--- config.mk ---
export PLATFORM = sky130hd
export DESIGN_NAME = ball_dir_ctrl_flat
export DESIGN_NICKNAME = d
export VERILOG_FILES = /design/src/rtl/ball_dir_if.sv /design/src/rtl/ball_dir_ctrl.sv /design/src/flat_wrapper.sv
export SDC_FILE = /design/constraint.sdc
export NUM_CORES = 1
export LEC_CHECK = 0
export BUFFER_PORTS_ARGS = -buffer_cell sky130_fd_sc_hd__buf_2
export CAP_MARGIN = 0
export CORE_MARGIN = 1
export CORE_UTILIZATION = 34
export CTS_BUF_LIST = sky130_fd_sc_hd__clkbuf_16
export DETAILED_ROUTE_END_ITERATION = 12
export PLACE_DENSITY_LB_ADDON = 0.25
export RECOVER_POWER = 100
export SYNTH_ARGS = -nofsm -noshare
export SYNTH_HDL_FRONTEND = slang
export SYNTH_SLANG_ARGS = --single-unit
export TNS_END_PERCENT = 1
--- constraint.sdc ---
create_clock -name clk -period 2.8 [get_ports clk]
set_input_delay 0.42 -clock clk [delete_from_list [all_inputs] [get_ports clk]]
set_output_delay 0.42 -clock clk [all_outputs]
set_load 0.01 [all_outputs]
--- src/rtl/ball_dir_if.sv ---
// Bus between the pong rules controller and its environment.
// Ball/paddle samples and tick/start strobes in; direction bits and match status out.
interface ball_dir_if #(
    parameter int BIT_OF_WIDTH = 3,
    parameter int SCORE_W      = 4
);
    logic                    en;
    logic                    start;
    logic [BIT_OF_WIDTH-1:0] x_pos;
    logic [BIT_OF_WIDTH-1:0] y_pos;
    logic [BIT_OF_WIDTH-1:0] pad_l_y;
    logic [BIT_OF_WIDTH-1:0] pad_r_y;
    logic                    x_dir;
    logic                    y_dir;
    logic                    endgame;
    logic                    serve;
    logic [SCORE_W-1:0]      score_l;
    logic [SCORE_W-1:0]      score_r;
    logic                    winner;

    modport master (
        output en, start, x_pos, y_pos, pad_l_y, pad_r_y,
        input  x_dir, y_dir, endgame, serve, score_l, score_r, winner
    );

    modport slave (
        input  en, start, x_pos, y_pos, pad_l_y, pad_r_y,
        output x_dir, y_dir, endgame, serve, score_l, score_r, winner
    );
endinterface

--- src/rtl/ball_dir_ctrl.sv ---
// Pong direction/rules controller: wall and paddle bounces, goals, scoring, serves, match over.
// Optional macro PADDLE_SPIN_EN: top/bottom paddle-row hits steer y_dir.
module ball_dir_ctrl #(
    parameter int WIDTH        = 8,
    parameter int BIT_OF_WIDTH = 3,
    parameter int PAD_LEN      = 3,
    parameter int SCORE_W      = 4,
    parameter int MAX_SCORE    = 5,
    parameter int HOLD_TICKS   = 4
) (
    input logic        clk,
    input logic        rst,
    ball_dir_if.slave  bus
);
    localparam int PW     = BIT_OF_WIDTH + 1;
    localparam int HOLD_W = $clog2(HOLD_TICKS + 1);

    typedef enum logic [1:0] {IDLE, PLAY, POINT, OVER} state_t;

    state_t              state, state_nxt;
    logic                x_dir_q, y_dir_q, serve_q, winner_q, concede_l_q;
    logic [SCORE_W-1:0]  score_l_q, score_r_q, score_l_inc, score_r_inc;
    logic [HOLD_W-1:0]   hold_q;
    logic [PW-1:0]       y_ext, bot_l, bot_r;
    logic                hit_l, hit_r, bounce_l, bounce_r;
    logic                goal_l, goal_r, goal, match_pt, y_nxt;

    // Paddle span computed one bit wider and clipped so it never wraps past the last row.
    function automatic logic [PW-1:0] pad_bot(input logic [BIT_OF_WIDTH-1:0] top);
        logic [PW-1:0] b;
        b = {1'b0, top} + PW'(PAD_LEN - 1);
        return (b > PW'(WIDTH - 1)) ? PW'(WIDTH - 1) : b;
    endfunction

    assign y_ext    = {1'b0, bus.y_pos};
    assign bot_l    = pad_bot(bus.pad_l_y);
    assign bot_r    = pad_bot(bus.pad_r_y);
    assign hit_l    = ({1'b0, bus.pad_l_y} <= y_ext) && (y_ext <= bot_l);
    assign hit_r    = ({1'b0, bus.pad_r_y} <= y_ext) && (y_ext <= bot_r);
    assign bounce_l = x_dir_q && (bus.x_pos == BIT_OF_WIDTH'(1)) && hit_l;
    assign bounce_r = !x_dir_q && (bus.x_pos == BIT_OF_WIDTH'(WIDTH - 2)) && hit_r;
    assign goal_l   = (bus.x_pos == '0);
    assign goal_r   = (bus.x_pos == BIT_OF_WIDTH'(WIDTH - 1));
    assign goal     = goal_l || goal_r;

    assign score_l_inc = (score_l_q >= SCORE_W'(MAX_SCORE)) ? score_l_q : score_l_q + SCORE_W'(1);
    assign score_r_inc = (score_r_q >= SCORE_W'(MAX_SCORE)) ? score_r_q : score_r_q + SCORE_W'(1);
    assign match_pt    = goal_l ? (score_r_inc == SCORE_W'(MAX_SCORE))
                                : (score_l_inc == SCORE_W'(MAX_SCORE));

    always_comb begin
        y_nxt = y_dir_q;
        if (!y_dir_q && bus.y_pos == BIT_OF_WIDTH'(WIDTH - 1)) y_nxt = 1'b1;
        else if (y_dir_q && bus.y_pos == '0)                   y_nxt = 1'b0;
`ifdef PADDLE_SPIN_EN
        // Spin applies off the wall rows only; at rows 0 and WIDTH-1 the wall rule stands.
        if ((bounce_l || bounce_r) && bus.y_pos != '0 && bus.y_pos != BIT_OF_WIDTH'(WIDTH - 1)) begin
            if (bus.y_pos == (bounce_l ? bus.pad_l_y : bus.pad_r_y)) y_nxt = 1'b1;
            else if (y_ext == (bounce_l ? bot_l : bot_r))            y_nxt = 1'b0;
        end
`endif
    end

    always_ff @(posedge clk or posedge rst) begin
        if (rst) state <= IDLE;
        else     state <= state_nxt;
    end

    always_comb begin
        state_nxt = state;
        case (state)
            IDLE:    if (bus.start) state_nxt = PLAY;
            PLAY:    if (bus.en && goal) state_nxt = match_pt ? OVER : POINT;
            POINT:   if (bus.en && hold_q <= HOLD_W'(1)) state_nxt = PLAY;
            OVER:    if (bus.start) state_nxt = PLAY;
            default: state_nxt = IDLE;
        endcase
    end

    always_comb begin
        bus.x_dir   = x_dir_q;
        bus.y_dir   = y_dir_q;
        bus.endgame = (state != PLAY);
        bus.serve   = serve_q;
        bus.score_l = score_l_q;
        bus.score_r = score_r_q;
        bus.winner  = winner_q;
    end

    always_ff @(posedge clk or posedge rst) begin
        if (rst) begin
            x_dir_q     <= 1'b0;
            y_dir_q     <= 1'b0;
            serve_q     <= 1'b0;
            winner_q    <= 1'b0;
            concede_l_q <= 1'b0;
            score_l_q   <= '0;
            score_r_q   <= '0;
            hold_q      <= '0;
        end else begin
            serve_q <= (state_nxt == PLAY) && (state != PLAY);
            case (state)
                IDLE, OVER: if (bus.start) begin
                    x_dir_q   <= 1'b0;
                    y_dir_q   <= 1'b0;
                    winner_q  <= 1'b0;
                    score_l_q <= '0;
                    score_r_q <= '0;
                    hold_q    <= '0;
                end
                PLAY: if (bus.en) begin
                    y_dir_q <= y_nxt;
                    if (goal) begin
                        if (goal_l) score_r_q <= score_r_inc;
                        else        score_l_q <= score_l_inc;
                        concede_l_q <= goal_l;
                        hold_q      <= match_pt ? '0 : HOLD_W'(HOLD_TICKS);
                        if (match_pt) winner_q <= goal_l;
                    end else if (bounce_l) begin
                        x_dir_q <= 1'b0;
                    end else if (bounce_r) begin
                        x_dir_q <= 1'b1;
                    end
                end
                POINT: if (bus.en) begin
                    if (hold_q != '0) hold_q <= hold_q - HOLD_W'(1);
                    // Serve heads toward whoever conceded; y alternates every serve.
                    if (hold_q <= HOLD_W'(1)) begin
                        x_dir_q <= concede_l_q;
                        y_dir_q <= ~y_dir_q;
                    end
                end
                default: ;
            endcase
        end
    end
endmodule

--- src/flat_wrapper.sv ---
// flat-port wrapper written by rule: the top's interface ports become plain ports
module ball_dir_ctrl_flat 
#(
    parameter int WIDTH        = 8,
    parameter int BIT_OF_WIDTH = 3,
    parameter int PAD_LEN      = 3,
    parameter int SCORE_W      = 4,
    parameter int MAX_SCORE    = 5,
    parameter int HOLD_TICKS   = 4
)
  (clk, rst, bus_en, bus_start, bus_x_pos, bus_y_pos, bus_pad_l_y, bus_pad_r_y, bus_x_dir, bus_y_dir, bus_endgame, bus_serve, bus_score_l, bus_score_r, bus_winner);
  ball_dir_if #(.BIT_OF_WIDTH(BIT_OF_WIDTH), .SCORE_W(SCORE_W)) bus_i ();
  input logic clk;
  input logic rst;
  input wire logic [$bits(bus_i.en)-1:0] bus_en;
  input wire logic [$bits(bus_i.start)-1:0] bus_start;
  input wire logic [$bits(bus_i.x_pos)-1:0] bus_x_pos;
  input wire logic [$bits(bus_i.y_pos)-1:0] bus_y_pos;
  input wire logic [$bits(bus_i.pad_l_y)-1:0] bus_pad_l_y;
  input wire logic [$bits(bus_i.pad_r_y)-1:0] bus_pad_r_y;
  output wire logic [$bits(bus_i.x_dir)-1:0] bus_x_dir;
  output wire logic [$bits(bus_i.y_dir)-1:0] bus_y_dir;
  output wire logic [$bits(bus_i.endgame)-1:0] bus_endgame;
  output wire logic [$bits(bus_i.serve)-1:0] bus_serve;
  output wire logic [$bits(bus_i.score_l)-1:0] bus_score_l;
  output wire logic [$bits(bus_i.score_r)-1:0] bus_score_r;
  output wire logic [$bits(bus_i.winner)-1:0] bus_winner;
  assign bus_i.en = bus_en;
  assign bus_i.start = bus_start;
  assign bus_i.x_pos = bus_x_pos;
  assign bus_i.y_pos = bus_y_pos;
  assign bus_i.pad_l_y = bus_pad_l_y;
  assign bus_i.pad_r_y = bus_pad_r_y;
  assign bus_x_dir = bus_i.x_dir;
  assign bus_y_dir = bus_i.y_dir;
  assign bus_endgame = bus_i.endgame;
  assign bus_serve = bus_i.serve;
  assign bus_score_l = bus_i.score_l;
  assign bus_score_r = bus_i.score_r;
  assign bus_winner = bus_i.winner;
  ball_dir_ctrl #(.WIDTH(WIDTH), .BIT_OF_WIDTH(BIT_OF_WIDTH), .PAD_LEN(PAD_LEN), .SCORE_W(SCORE_W), .MAX_SCORE(MAX_SCORE), .HOLD_TICKS(HOLD_TICKS)) u_core (.clk(clk), .rst(rst), .bus(bus_i));
endmodule
==> flow_metrics.tcl <==
set metrics [dict create \
    cp_top_family "simple AND/OR/NAND/NOR gates" \
    cts_max_level 1 \
    syn_area_sq_um 1640 \
    ys_top_cells_by_count "ha_1, nand2_1, dfrtp_1, inv_1, a21oi_1" \
    layout.nets 263 \
    io_pins 29 \
    hpwl_mm 2.80 \
    clk_transition_reported_paths_ps 60 \
    slew_viol_final 0 \
    core-area_sq_um 4500 \
    end_kind "flop" \
    crit_buf_inv 1 \
    synth.most_common_cell "ha_1" \
    power.switching_uw 615 \
    skew_ps 5.07 \
    worst_pin_slew_ps 734 \
    initial_utilization_pct 36.5 \
    first_global_vias 1328 \
    gr-usage-met2_pct 22.6 \
    drc 0 \
    status "finished, final reports clean" \
    max_stage_delay_ps 480 \
    die_w_microns 71.5 \
    cts.path.max_buffers 2 \
    crit_slowest_cell "ha_1" \
    root_buffer "clkbuf_16" \
    finalHoldViolCount 0 \
    synth-seq-cells 18 \
    cts_tree "built" \
    cp.arrival_ps 2310 \
    synthCells 194 \
    p_per_area_nw_per_um2 763 \
    layout.cells.non_filler 275 \
    hold_buffers 0 \
    wl_per_cell_microns 12.9 \
    synth_top_area_cell "dfrtp_1" \
    via_per_inst 5.30 \
    synthToLayoutAreaGrowth_pct 15.1 \
    timing.fmax_mhz 472 \
    maxCapViolations 0 \
    slew-limit-headroom_pct 51.0 \
    grt_antenna_before_repair 0 \
    num_antenna_cells 0 \
    rows 24 \
    grt.met3_usage_pct 2.53 \
    synth-edff-count 0 \
    async_flop_share_pct 100 \
    comb_power_share_pct 52.3 \
    grt-ovfl-total 0 \
    post_synth_num_cell_types 49 \
    worstSetupPathType "flop to flop" \
    vias 1458 \
    switching_share_pct 42.7 \
    placement.io_buffers 28 \
    hold_path.class "primary input to asynchronous set/reset pin" \
    ys.warnings.count 0 \
    synth_nets 233 \
    rsz0062_at_grt "false" \
    utilization_pct 42.0 \
    synthTopCellsByArea "dfrtp_1, ha_1, mux2i_1" \
    synth_flop_cell "dfrtp_1" \
    grt_first_pass_wirelength_mm 5.96 \
    p_leak_uw 0.000877 \
    grt-busiest-layer "met2" \
    die_h_microns 71.5 \
    clockPowerShare_pct 20.3 \
    required_ps 2990 \
    min_period_ps 2120 \
    drt_iter0_markers 77 \
    dr.pass1.iters 4 \
    numCtsBuffers 3 \
    synthDominantCellAreaShare_pct 27.4 \
    setup_tns_ps 0 \
    syn_area_per_cell_sq_um 8.47 \
    period_share_pct 75.7 \
    layout_setup_ws_ps 681 \
    grt_use_total_pct 14.6 \
    ir_worst_vdd_mv 0.262 \
    path_max_fanout 17 \
    postRouteAntennaNets 0 \
    ctsResizeCount 0 \
    p_seq_share_pct 27.4 \
    clock_latency_ps 250 \
    worstSetupStartpointType "flop" \
    path_cells "inv_1 > ha_1 > and2_0 > nand4_1 > or2_0 > a21oi_1 > a21o_1" \
    p_int_uw 827 \
    post-cts-setup-buffers 0 \
    synth_seq_area_share_pct 27.4 \
    grt_max_degree 19 \
    globalplace.congestion 0.787 \
    met1_usage_pct 20.7 \
    setup-violations-final 0 \
    cts_sinks 18 \
    drt-total-wl_mm 3.54 \
    dp_slack_ps 731 \
    drive_gt1_share_pct 10.3 \
    die_area_sq_um 5120 \
    dp.cells 271 \
]
[final timing paths]
| check | start | end | slack [ps] | depth (start not counted) |
|---|---|---|---|---|
| worst max-delay path | u_core.state[1] | u_core.bus.score_l[1] | 680 | 7 |
| worst min-delay path | rst | u_core.bus.score_r[2] | 280 | 2 |
| worst max register to register | u_core.state[1] | u_core.bus.score_l[1] | 680 | 7 |
| worst min register to register | u_core.state[1] | u_core.bus.serve | 480 | 1 |
| max in group asynchronous | rst | u_core.hold_q[1] | 2050 | 2 |
| min in group clk | u_core.state[1] | u_core.bus.serve | 480 | 1 |
[metrics by stage]
step / hold slack (ps) / total power, uW / cell area, sq um
2_1_floorplan: 359 / 982 / 1640
3_3_place_gp: 465 / 1160 / 1840
3_5_place_dp: 476 / 1160 / 1840
4_1_cts: 319 / 1460 / 1910
5_1_grt: 369 / 1570 / 1890
6_report: 285 / 1440 / 1890
[final cells by class]
type / count / area, sq um
clock buffer: 3 / 75.1
clock inverter: 1 / 3.75
fill: 451 / 2610
inverter: 18 / 67.6
multi-input combinational: 155 / 1110
sequential: 18 / 450
tap: 52 / 65.1
timing repair buffer: 28 / 124
[metal layers]
| layer | routed length, microns | up-vias |
|---|---|---|
| met4 | 30 | 0 |
| met1 | 1890 | 668 |
| met2 | 1510 | 24 |
| met3 | 108 | 4 |
| met5 | 0 | - |
| li1 | - | 762 |
[power groups by stage]
stage	clock network, uW	registers, uW	logic, uW
floorplan	0	399	583
global placement	0	397	767
detailed placement	0	400	765
CTS	300	395	767
global route	311	406	857
finish	293	395	755
[layout by cell type (no fill, tap or decap), drive strengths merged, types with 3 or more instances in the layout]
master  count
nor3        4
nand3b      5
a21o        3
o21ai       9
buf        15
o21bai      4
nand3       6
a21oi      14
nor2       12
dfrtp      18
a211oi      3
nand2b      6
clkbuf     16
and3        3
mux2i       8
ha         23
inv        18
nor2b       4
nand2      19
[cells by family after synthesis]
logic type / count (synthesis) / share of synthesized area [%]
mux: 8 / 4.87
simple gates: 69 / 22.6
xor+xnor: 1 / 0.533
compound gates: 54 / 22.1
flops: 18 / 27.4
fa+ha+maj: 23 / 17.5
buf+inv: 21 / 4.95
[flip-flops by register name, indices dropped and copies added, names as in the netlist, 2 cells and up]
signal,count
u_core.bus.score_l,4
u_core.bus.score_r,4
u_core.hold_q,3
u_core.state,2
(Power assumes the default switching activity.)
